--- src/rtl/store_unit.sv ---
// Store unit: turns a SB/SH/SW request into one or two lane-aligned word write beats.
// Latency: beat 0 is on mem_req the cycle after acceptance; st_done/st_err are one cycle after the final beat or a drop.
// Backpressure: st_ready is high only while idle; beat outputs hold steady until mem_gnt.
module store_unit #(
  parameter int ADDR_W = 32
) (
  input  logic              clk,
  input  logic              rst_n,
  input  logic              st_valid,
  output logic              st_ready,
  input  logic [2:0]        st_funct3,
  input  logic [ADDR_W-1:0] st_addr,
  input  logic [31:0]       st_data,
  output logic              mem_req,
  input  logic              mem_gnt,
  output logic [ADDR_W-1:0] mem_addr,
  output logic [31:0]       mem_wdata,
  output logic [3:0]        mem_be,
  output logic              st_done,
  output logic              st_err
);

  typedef enum logic [1:0] {IDLE, BEAT0, BEAT1} state_t;

  state_t            state, state_d;
  logic              legal;
  logic              accept;
  logic [3:0]        lane_mask;
  logic [31:0]       data_mask;
  logic [7:0]        be_wide;
  logic [63:0]       wdata_wide;
  logic [ADDR_W-1:0] addr_q;
  logic [31:0]       wdata_q;
  logic [3:0]        be_q;
  logic [31:0]       hi_wdata_q;
  logic [3:0]        hi_be_q;
  logic              split;
  logic              done_q;
  logic              err_q;

  // Decode size and pre-shift data/enables into an 8-lane window; the upper half is the second beat.
  always_comb begin
    legal     = 1'b0;
    lane_mask = 4'b0000;
    data_mask = 32'h0000_0000;
    case (st_funct3)
      3'd0: begin legal = 1'b1; lane_mask = 4'b0001; data_mask = 32'h0000_00ff; end
      3'd1: begin legal = 1'b1; lane_mask = 4'b0011; data_mask = 32'h0000_ffff; end
      3'd2: begin legal = 1'b1; lane_mask = 4'b1111; data_mask = 32'hffff_ffff; end
      default: begin legal = 1'b0; lane_mask = 4'b0000; data_mask = 32'h0000_0000; end
    endcase
    be_wide    = {4'b0000, lane_mask} << st_addr[1:0];
    wdata_wide = {32'h0000_0000, st_data & data_mask} << {st_addr[1:0], 3'b000};
  end

  assign accept = st_valid && st_ready;
  // Any enabled lane above the first word means the store crosses a word boundary.
  assign split  = |hi_be_q;

  // State register.
  always_ff @(posedge clk) begin
    if (!rst_n) state <= IDLE;
    else        state <= state_d;
  end

  // Next-state and handshake outputs.
  always_comb begin
    state_d  = state;
    st_ready = 1'b0;
    mem_req  = 1'b0;
    case (state)
      IDLE: begin
        st_ready = 1'b1;
        if (st_valid && legal) state_d = BEAT0;
      end
      BEAT0: begin
        mem_req = 1'b1;
        if (mem_gnt) state_d = split ? BEAT1 : IDLE;
      end
      BEAT1: begin
        mem_req = 1'b1;
        if (mem_gnt) state_d = IDLE;
      end
      default: state_d = IDLE;
    endcase
  end

  // Beat registers and completion/error pulses; beat fields are zero whenever no beat is pending.
  always_ff @(posedge clk) begin
    if (!rst_n) begin
      addr_q     <= '0;
      wdata_q    <= '0;
      be_q       <= '0;
      hi_wdata_q <= '0;
      hi_be_q    <= '0;
      done_q     <= 1'b0;
      err_q      <= 1'b0;
    end else begin
      done_q <= 1'b0;
      err_q  <= 1'b0;
      if (accept && legal) begin
        addr_q     <= {st_addr[ADDR_W-1:2], 2'b00};
        be_q       <= be_wide[3:0];
        wdata_q    <= wdata_wide[31:0];
        hi_be_q    <= be_wide[7:4];
        hi_wdata_q <= wdata_wide[63:32];
      end else if (accept) begin
        err_q <= 1'b1;
      end
      if (state == BEAT0 && mem_gnt) begin
        if (split) begin
          addr_q  <= addr_q + ADDR_W'(4);
          be_q    <= hi_be_q;
          wdata_q <= hi_wdata_q;
        end else begin
          addr_q  <= '0;
          be_q    <= '0;
          wdata_q <= '0;
          done_q  <= 1'b1;
        end
      end
      if (state == BEAT1 && mem_gnt) begin
        addr_q     <= '0;
        be_q       <= '0;
        wdata_q    <= '0;
        hi_be_q    <= '0;
        hi_wdata_q <= '0;
        done_q     <= 1'b1;
      end
    end
  end

  assign mem_addr  = addr_q;
  assign mem_wdata = wdata_q;
  assign mem_be    = be_q;
  assign st_done   = done_q;
  assign st_err    = err_q;

endmodule

--- config.mk ---
export PLATFORM = sky130hd
export DESIGN_NAME = store_unit
export DESIGN_NICKNAME = d
export VERILOG_FILES = /design/src/rtl/store_unit.sv
export SDC_FILE = /design/constraint.sdc
export NUM_CORES = 1
export LEC_CHECK = 0
export CORE_UTILIZATION = 49
export CTS_CLUSTER_SIZE = 25
export DETAILED_ROUTE_END_ITERATION = 8
export PLACE_DENSITY = 0.9
export RECOVER_POWER = 50
export SKIP_CTS_REPAIR_TIMING = 1
export SYNTH_ARGS = -nofsm -noshare
export SYNTH_HDL_FRONTEND = slang
export SYNTH_SLANG_ARGS = --single-unit
--- constraint.sdc ---
create_clock -name clk -period 2.55 [get_ports clk]
set_clock_uncertainty 0.1 [all_clocks]
set_input_delay 0.3825 -clock clk [delete_from_list [all_inputs] [get_ports clk]]
set_output_delay 0.3825 -clock clk [all_outputs]
set_load 0.02 [all_outputs]
* Word-level counts from Yosys, hierarchy flattened *
Index checks and enable logic that the tools add are counted.

storage, ports and cells
  register bits = 108
  output and inout bits = 72
  logic and storage cells = 57

cells by class
  $add $sub $neg = 1
  equal/unequal tests = 7
  shift operators = 2
  multiplexer cells = 23
  bitwise logic cells = 2
  reductions and logical operators = 14

operators with widths
  kind                     count
  $mux W32                 6
  $pmux W32 S3             1
  $shl A32 B5 Y64          1
  $add A32 B3 Y32 const B  1
  $and A32 B32 Y32         1
  $mux W4                  3
  $pmux W4 S3              1
  $mux W2                  4
  $shl A4 B2 Y8            1
  $mux W1                  7
  $ne A2 B2 Y1 const B     3
  $pmux W2 S3              1
  $reduce_or A2 Y1         3
  $logic_and A1 B1 Y1      5
  $reduce_or A4 Y1         1
  $eq A3 B1 Y1 const B     1
  $eq A3 B2 Y1 const B     1
  $logic_not A3 Y1         1
  $reduce_and A3 Y1        1
  $reduce_or A3 Y1         1
  $eq A2 B1 Y1 const B     1
  $eq A2 B2 Y1 const B     1
  $logic_not A2 Y1         1
  $reduce_bool A2 Y1       1
  $not A1 Y1               1

* Depth between registers and ports, before layout *
Gate-level depths: netlist (run 1).

  depth after elaboration = 6
  mapped depth = 9
  depth with buffers taken out = 7

* Least setup slack after synthesis (run 1) *
OpenSTA, ideal clock, no wires.

  kind = flip-flop to flip-flop
  start = register state[0]
  end = register addr_q[27] (netlist: mem_addr[27])
  setup time = 134 ps
  data arrival time = 1783 ps
  path slack = 534 ps
  cell stages (with the launch flop) = 9
  buffers on the path = 2
  clock period less this slack = 2016 ps
  path through = dfxtp_1 inv_1 ha_1 nand2_1 nor2_2 buf_2 buf_4 mux2i_1 o22ai_1

between the ends
  word-level cells in the longest chain between the ends = 5
  elaborated cells on any way between the ends = 11
  those cells by class = 2 x eq/ne; 2 x mux; 7 x reduce/logical

RTL lines
  item                                 line  RTL
  start, declared                      25    state_t state, state_d;
  start signal, assigned               63    else state <= state_d;
  $logic_not A2 Y1                     71    case (state)
  $mux W1                              71
  net st_ready                         10    output logic st_ready,
  $logic_and A1 B1 Y1                  56    assign accept = st_valid && st_ready;
  $logic_and A1 B1 Y1                  101   if (accept && legal) begin
  $reduce_bool A2 Y1 (no source line)  -
  end signal, assigned                 102   addr_q <= {st_addr[ADDR_W-1:2], 2'b00};
  end signal, assigned                 112   addr_q <= addr_q + ADDR_W'(4);
  end, declared                        32    logic [ADDR_W-1:0] addr_q;

The timed path passes the listed nets, and every way through them passes these cells.
A chain may end at the register's enable or synchronous reset.

* Final worst setup path (run 1) *
  start = input port st_funct3[1]
  end = register hi_wdata_q[1]

between the ends
  word-level cells in the longest chain between the ends = 4
  elaborated cells on any way between the ends = 9
  those cells by class = 2 x eq/ne; 1 x shift; 2 x mux; 1 x bitwise; 3 x reduce/logical

RTL lines
  item                                                           line     RTL
  start, declared                                                11       input logic [2:0] st_funct3,
  $eq A3 B2 Y1, or another cell as far along                     46       case (st_funct3)
  $pmux W32 S3 / $reduce_or A3 Y1 (equally long branches)        -
  $and A32 B32 Y32 / $mux W1 (equally long branches)             53, 46
  $shl A32 B5 Y64 / $logic_and A1 B1 Y1 (equally long branches)  53, 101
  end signal, assigned                                           106      hi_wdata_q <= wdata_wide[63:32];
  end, declared                                                  35       logic [31:0] hi_wdata_q;

Several ways; a longest one is shown, not always the timed one.

==> results of run 1 <==
[worst min-delay path, cell delays in order (launching register included)]
cell,delay (ps)
sky130_fd_sc_hd__dfxtp_1,320
sky130_fd_sc_hd__nand2_1,60
sky130_fd_sc_hd__a21oi_1,60
[report_power, final]
part	switching [mW]	internal, mW	leakage, nW
clock network	0.544	0.653	0.118
registers	0.102	1.63	0.791
logic	0.614	0.484	1.87
total	1.26	2.77	2.78
[cells in the mapped netlist (3+ instances only)]
cell / number / area, um2
sky130_fd_sc_hd__a211oi_1: 11 / 82.6
sky130_fd_sc_hd__a21o_1: 3 / 22.5
sky130_fd_sc_hd__a21oi_1: 29 / 145
sky130_fd_sc_hd__a221oi_1: 20 / 175
sky130_fd_sc_hd__a22oi_1: 21 / 158
sky130_fd_sc_hd__a2bb2oi_1: 3 / 26.3
sky130_fd_sc_hd__a31oi_1: 3 / 18.8
sky130_fd_sc_hd__a32oi_1: 9 / 78.8
sky130_fd_sc_hd__and2_1: 11 / 68.8
sky130_fd_sc_hd__and3_1: 7 / 43.8
sky130_fd_sc_hd__buf_1: 4 / 15.0
sky130_fd_sc_hd__buf_2: 14 / 70.1
sky130_fd_sc_hd__buf_4: 6 / 45.0
sky130_fd_sc_hd__clkbuf_1: 32 / 120
sky130_fd_sc_hd__dfxtp_1: 97 / 1940
sky130_fd_sc_hd__ha_1: 5 / 62.6
sky130_fd_sc_hd__inv_1: 14 / 52.6
sky130_fd_sc_hd__mux2_2: 3 / 33.8
sky130_fd_sc_hd__mux2i_1: 20 / 200
sky130_fd_sc_hd__nand2_1: 32 / 120
sky130_fd_sc_hd__nand3_1: 14 / 70.1
sky130_fd_sc_hd__nand4_1: 8 / 50.1
sky130_fd_sc_hd__nor2_1: 90 / 338
sky130_fd_sc_hd__nor2b_1: 10 / 62.6
sky130_fd_sc_hd__nor3_1: 35 / 175
sky130_fd_sc_hd__nor3b_1: 5 / 37.5
sky130_fd_sc_hd__nor4_2: 3 / 37.5
sky130_fd_sc_hd__o21a_1: 9 / 67.6
sky130_fd_sc_hd__o21ai_0: 55 / 275
sky130_fd_sc_hd__o221ai_1: 9 / 78.8
sky130_fd_sc_hd__o22ai_1: 11 / 68.8
sky130_fd_sc_hd__o31ai_1: 3 / 22.5
sky130_fd_sc_hd__or3_1: 4 / 25.0
sky130_fd_sc_hd__xor2_1: 10 / 87.6
[logic make-up after synthesis]
logic type | synth area share, %
AND/OR/NAND/NOR | 23.3
adder cells (fa/ha/maj) | 1.20
flip-flops | 37.4
buffers and inverters | 5.83
AO/OA/AOI/OAI | 26.0
XOR/XNOR | 1.69
multiplexers | 4.50
other | 0.0722
[cell type report]
type	count	share of cell area (%)
Sequential cell	97	27.5
Clock buffer	11	1.86
Multi-Input combinational cell	479	41.9
Inverter	14	0.744
Tap cell	136	2.41
Clock inverter	5	1.47
Timing Repair Buffer	178	24.2
[sequential cells by signal (all words and copies together), names as in the netlist]
signal / flops
hi_be_q: 3
mem_wdata: 32
hi_wdata_q: 24
st_err: 1
mem_be: 4
mem_addr: 30
state: 2
st_done: 1
[worst paths after layout]
kind	startpoint	to	slack, ps
setup / recovery	st_funct3[1]	hi_wdata_q[1]$_SDFFE_PP0P_	250
hold / removal	hi_wdata_q[18]$_SDFFE_PP0P_	mem_wdata[18]$_SDFFE_PP0P_	370
setup reg to reg	state[0]$_SDFFE_PN0P_	mem_addr[28]$_SDFFE_PP0P_	280
hold reg to reg	hi_wdata_q[18]$_SDFFE_PP0P_	mem_wdata[18]$_SDFFE_PP0P_	370
[per-layer routing]
| metal | vias to the layer above | share of wire (%) | track usage (%) |
|---|---|---|---|
| met4 | 0 | 4.4 | 16.9 |
| met2 | 361 | 49 | 56.5 |
| met1 | 2731 | 38 | 39.6 |
| li1 | 2641 | - | - |
| met5 | - | 0 | 0 |
| met3 | 68 | 8.8 | 4.99 |
[metrics by stage]
step / std cells / setup TNS [ps] / hold WS, ps / area [um2]
2_1_floorplan: 646 / 0 / 335 / 5200
3_3_place_gp: 904 / 0 / 355 / 6860
3_5_place_dp: 904 / -10.9 / 351 / 6860
4_1_cts: 920 / 0 / 371 / 7100
5_1_grt: 920 / 0 / 394 / 7060
6_report: 920 / 0 / 365 / 7060
==> run summary, run 1 <==
The run finished with clean final reports. TritonCTS created 9 clock buffers. Share of the cycle needed by the critical path after routing: 90.3%. The synthesized flop and latch total was 97.

After clock tree synthesis, the clock-pin slew on the worst setup and hold paths is 90 ps. 143 I/O pins were placed. Setup slack closes at 247 ps. Walking the worst path, the cells encountered are clkdlybuf4s50_1 > buf_4 > xor2_1 > a32oi_1 > nor2_1 > a221oi_1 > nor3_1. Timing analysis after detailed placement gives a worst setup slack of -10.9 ps. The tools report the detailed placer's ending HPWL as 13000 um. The clock net in this run drives a total of 97 sinks.

The worst register-to-register path has a depth of 8. In this run the power density over the cells is 571 nW/um2. Max-cap violations in this run came to 0.

Based on the critical path, the design can be clocked at up to 0.434 GHz. Leaving out fill and tap cells, the most frequent cells in the layout are sky130_fd_sc_hd__dfxtp_1, sky130_fd_sc_hd__nor2_1, sky130_fd_sc_hd__clkdlybuf4s50_1. The most common cell after layout, fill and taps aside is sky130_fd_sc_hd__dfxtp_1.

STA puts the critical path data arrival time at 2500 ps. Class of the tightest hold or removal check: reg2reg. The routability-driven placement congestion ratio was 1.02; the largest stage delay on the critical path was 750 ps. Fraction of layout instances using a drive strength above 1: 8.42%.

CTS placed an instance of sky130_fd_sc_hd__clkbuf_8 at the clock tree root. Among all stages on the critical path, the largest delay is contributed by sky130_fd_sc_hd__xor2_1. STA puts the critical path data required time at 2750 ps. After synthesis the cells add up to 5190 um2. A synthesized cell averages 8.05 um2.

The detail-routed via count per cell works out to 6.31. The count of endpoints failing hold in the final timing report was 0; the synthesis warning total was 0. The analysis attributes to cell leakage a power of 2.78 nW. The logs give 68.4% for the share of the core filled with cells in the final layout and 42 for the pin count of the biggest net entering global routing. The dominant synthesized flop cell was sky130_fd_sc_hd__dfxtp_1.

The final count of pins violating max slew came out at 0. Setup repair after global routing left no endpoint under its margin. The die is 105 um tall. The count of port buffers added during placement came out at 140. The setup path with the least slack is of type in2reg. For the number of global-route vias before repair, the log shows 5709. The diode insertion count for antenna repair came out at 0. The worst setup path is launched from an input port.

The H-tree generated during clock tree synthesis spans 3 levels. Global routing used 32.8% of the available tracks. The number of design rule violations left after detail routing was 0. For the detailed-router iteration count before antenna repair, the log shows 6.

For this configuration, the core starts out at a cell density of 50.3%. In this run, synthesis inferred 0 flip-flops with an integrated enable. The total die area was 11000 um2; the routed wirelength normalized by instance count was 19.3 um.

The run gives 0 as the number of nets with antenna violations after detailed routing. The fraction of registers with async set or reset after synthesis was 0%; the cell depth of the worst hold path was 2. Synthesis instantiated 64 different standard cells from the library. The critical path buffer and inverter count was 2.

The family with the most delay on the worst path is XOR/XNOR gates. The clock passes through at most 2 buffers. The final layout contains 855 nets.

The worst setup path is captured at a flip-flop. The first global-routing pass estimated 28700 um of wire. Clock latency on the worst-skew pair, taken at its later pin, is 380 ps. The completed layout was analyzed and its total power is 4.03 mW.

After floorplanning, the core was sized to cover 10300 um2. The placement row count came out at 37. In the final layout, flip-flops and latches occupy 1940 um2. For the share of the yosys chip area belonging to registers, the log shows 37.4%.

The die is 105 um wide. After filler insertion, the fill cell instance count of the layout stands at 841. The routed design has 17700 um of wire. The tools report the number of antenna violations at the first check in global routing as 0.

In this run the worst path has a maximum fanout of 8. At the pin with the least slew margin, the transition time is 941 ps. For the area taken by multi-input logic gates, the log shows 2960 um2. Counting I/O delays and the setup requirement, the final critical path takes 2300 ps.

Measured against its own limit, the worst slew margin works out to 37.1%. TritonCTS built the clock tree. Counting buffers and inverters, the worst setup path is 7 cells deep. The total via count after detailed routing was 5801; the area added between synthesis and finish was 36.0%.

For this block, the initial DRC count from the detailed router was 473. The cell count after synthesis came out at 645. Total congestion overflow: 0.

Setup violations remaining at the end of the flow were counted as 0. The highest ir drop seen on vdd came out at 0.000307 V.
Power figures use the tool's default switching activity.
==> inputs of run 2 (changes only) <==
--- a/config.mk
+++ b/config.mk
@@ -7,6 +7,7 @@
 export LEC_CHECK = 0
-export CORE_UTILIZATION = 49
+export CORE_UTILIZATION = 50
+export CTS_BUF_LIST = sky130_fd_sc_hd__clkbuf_8
 export CTS_CLUSTER_SIZE = 25
 export DETAILED_ROUTE_END_ITERATION = 8
-export PLACE_DENSITY = 0.9
+export PLACE_DENSITY = 0.92
 export RECOVER_POWER = 50
--- a/constraint.sdc
+++ b/constraint.sdc
@@ -4,2 +4,2 @@
 set_output_delay 0.3825 -clock clk [all_outputs]
-set_load 0.02 [all_outputs]
+set_load 0.1 [all_outputs]
==> run 2 against run 1 <==
Net effect: sequential share of layout area grew 2.2 points; sequential cell count is the same; register-to-register slack gained 60 ps; highest routed layer unchanged.
==> run summary, run 2 (synthesis results as in run 1) <==
The flow ran to the end, and the final reports show no timing, DRC or antenna violations. The height of the die is 104 um (-0.99%). The run gives 0 ps (unchanged) as the total negative slack. The logs give 1550 um (-0.96%) for the detailed-routed wire length on met3 and 17200 um (-3.3%) for the total routed wirelength. The library cell used most frequently in the layout, excluding fill and tap cells, is sky130_fd_sc_hd__dfxtp_1. The run gives 0 (unchanged) as the number of max-cap violations. The final critical path time including I/O delays and setup was 2260 ps (-40.7 ps); the transition time of the tightest slew-check pin was 1240 ps (+302 ps).

The count of clock tree sinks came out at 97 (unchanged). For the count of endpoints failing hold in the final timing report, the log shows 0 (unchanged). Power per unit of standard cell area: 657 nW/um2 (+15%). The final count of pins violating max slew is 0 (unchanged).

The number of design rule violations left after detail routing is 0 (unchanged). Root cell of the clock tree: sky130_fd_sc_hd__clkbuf_8. The share of the cycle needed by the critical path after routing is 88.7% (-1.6 points).

The library cells used most frequently in the layout, excluding fill and tap cells, are sky130_fd_sc_hd__dfxtp_1, sky130_fd_sc_hd__nor2_1, sky130_fd_sc_hd__clkdlybuf4s50_1. The largest stage delay on the critical path was 680 ps (-70 ps); the flip-flop count of the largest register, all copies and words added was 32 (unchanged). For the wire length of the first global-routing pass, the log shows 27500 um (-4.1%).

STA classifies the critical path startpoint as an input port. The total routed wire length on the met1 layer was 6770 um (+0.46%). The required time at the worst-slack endpoint is 2700 ps (-50 ps). The reg2reg setup slack came out at 340 ps (+60 ps). The tools report the boundary pin count as 143 (unchanged). The total global-route track usage is 31.5% (-1.4 points). The run gives 6660 um2 (-3.0%) as the cell area after placement. Maximum clock insertion buffer count: 2 (unchanged). The logs give 5 (-1) for the detailed-router iteration count before antenna repair and 9910 um2 (-4.0%) for the core region area. Setup repair after global routing left no endpoint under its margin. The critical path buffer and inverter count was 2 (unchanged); the number of DRC markers in iteration 0 was 416 (-12%).

The run gives 5663 (-0.81%) as the number of global-route vias before repair. For the highest ir drop seen on vdd, the log shows 0.000453 V (+47%). Broken down by cell family, the worst path's largest delay share belongs to buffers and inverters. Placement row count: 36 (-2.7%). The run gives 10800 um2 (-2.0%) as the total die area. The clock input transition at the sequential cells of the worst setup and hold paths is 80 ps (about the same). On the critical path, the stage with the largest delay is an instance of sky130_fd_sc_hd__dlygate4sd3_1. The leakage component of the power was 2.40 nW (-14%). The run gives 0 (unchanged) as the diode insertion count for antenna repair.

The run gives 851 (-0.47%) as the final net count. The die outline width was 104 um (-0.99%). Counting stages on the worst path, the most repeated cell is sky130_fd_sc_hd__o21ai_0.

The clock latency at the later pin of the worst-skew pair came out at 370 ps (about the same). The area added between synthesis and finish was 26.3%. Total via count after detailed routing: 5790 (-0.19%). For the total congestion overflow, the log shows 0 (unchanged). Detail-routed via count per cell: 6.34 (+0.58%). For the final standard cell area without fillers, the log shows 6560 um2 (-7.1%). The number of nets with antenna violations after detailed routing came out at 0 (unchanged).

The total length of routed met2 wires was 8170 um (-5.5%); the routed wirelength normalized by instance count was 18.8 um (-2.5%). The critical path is of the in2reg type. The tools report the launch point of the critical path as st_funct3[1].

Total clock buffers created by CTS: 9 (unchanged). The fraction of layout instances using a drive strength above 1 was 9.62% (+1.2 points); the largest driver fanout on the critical path was 36 (+28). The maximum clock frequency is 0.442 GHz (+1.8%), and the starting density of the core is 52.4% (+2.1 points).

The startpoint identified for the worst hold timing path is hi_wdata_q[21]$_SDFFE_PP0P_. For the routability-driven placement congestion ratio, the log shows 0.998 (-2.3%). The detailed router used layers up to and including met4. The share of the core filled with cells in the final layout is 66.2% (-2.2 points), and the pin count of the biggest net entering global routing is 40 (-4.8%). The H-tree level count came out at 3 (unchanged).

Class of the tightest hold or removal check: reg2reg. The count of endpoints failing setup in the final report is 0 (unchanged). The logs give 12700 um (-2.6%) for the detailed placer's ending HPWL and 0 (unchanged) for the number of antenna violations at the first check in global routing. In this run the critical register-to-register path is launched from state[0]$_SDFFE_PN0P_.

The element type at the critical path end was a flip-flop. TritonCTS built the clock tree. The critical path goes through dlygate4sd3_1 > a21o_1 > nor2_4 > buf_4 > o21ai_0 > o21ai_0 > a21oi_1. The count of port buffers added during placement came out at 140 (unchanged).

The relative slew slack was 17.5% (-20 points); the worst endpoint data arrival time was 2420 ps (-80 ps).
## run 2: cell count changes in the layout (fill, tap and decap cells not counted), sizes merged
cell	previous run	this run
buf	36	33
bufinv	3	0
clkbuf	13	80
clkdlybuf4s50	72	69
clkinv	2	3
clkinvlp	0	3
dlygate4sd3	68	1
inv	14	15
## run 2: worst paths after layout
kind,to,depth (start not counted)
setup / recovery,mem_wdata[23]$_SDFFE_PP0P_,7
hold / removal,mem_wdata[21]$_SDFFE_PP0P_,2
setup reg to reg,mem_wdata[23]$_SDFFE_PP0P_,8
hold reg to reg,mem_wdata[21]$_SDFFE_PP0P_,2
## run 2: worst register-to-register path, delay by kind of cell (launching register included)
kind	cells	cell delay, ps
AND/OR/NAND/NOR	2	460
adder cells (fa/ha/maj)	1	240
buffers and inverters	2	460
flip-flops	1	340
AO/OA/AOI/OAI	3	480
## run 2: routing by layer
layer	track usage, %	vias up
li1	-	2641
met1	38.4	2727
met2	53.9	355
met3	5.39	67
met4	14.7	0
met5	0	-
## run 2: power by group
group | internal (mW) | total, mW | switching, mW
Sequential | 1.63 | 1.74 | 0.104
Clock | 0.352 | 0.912 | 0.559
Combinational | 0.389 | 1.66 | 1.27
## run 2: final cells by class
cell class / count / area, um2
Sequential cell: 97 / 1950
Multi-Input combinational cell: 479 / 2960
Tap cell: 133 / 166
Inverter: 14 / 52.6
Clock inverter: 7 / 48.8
Timing Repair Buffer: 174 / 1260
Clock buffer: 9 / 124
Fill cell: 866 / 3350
## run 2: metrics by stage
step | power [mW] | cells | setup WS, ps | hold WS [ps]
finish | 4.31 | 913 | 287 | 362
global route | 4.47 | 913 | 175 | 383
CTS | 4.39 | 913 | 384 | 363
detailed placement | 3.51 | 897 | 16.5 | 349
global placement | 3.48 | 897 | 78.2 | 342
floorplan | 3.01 | 646 | 3.09 | 335
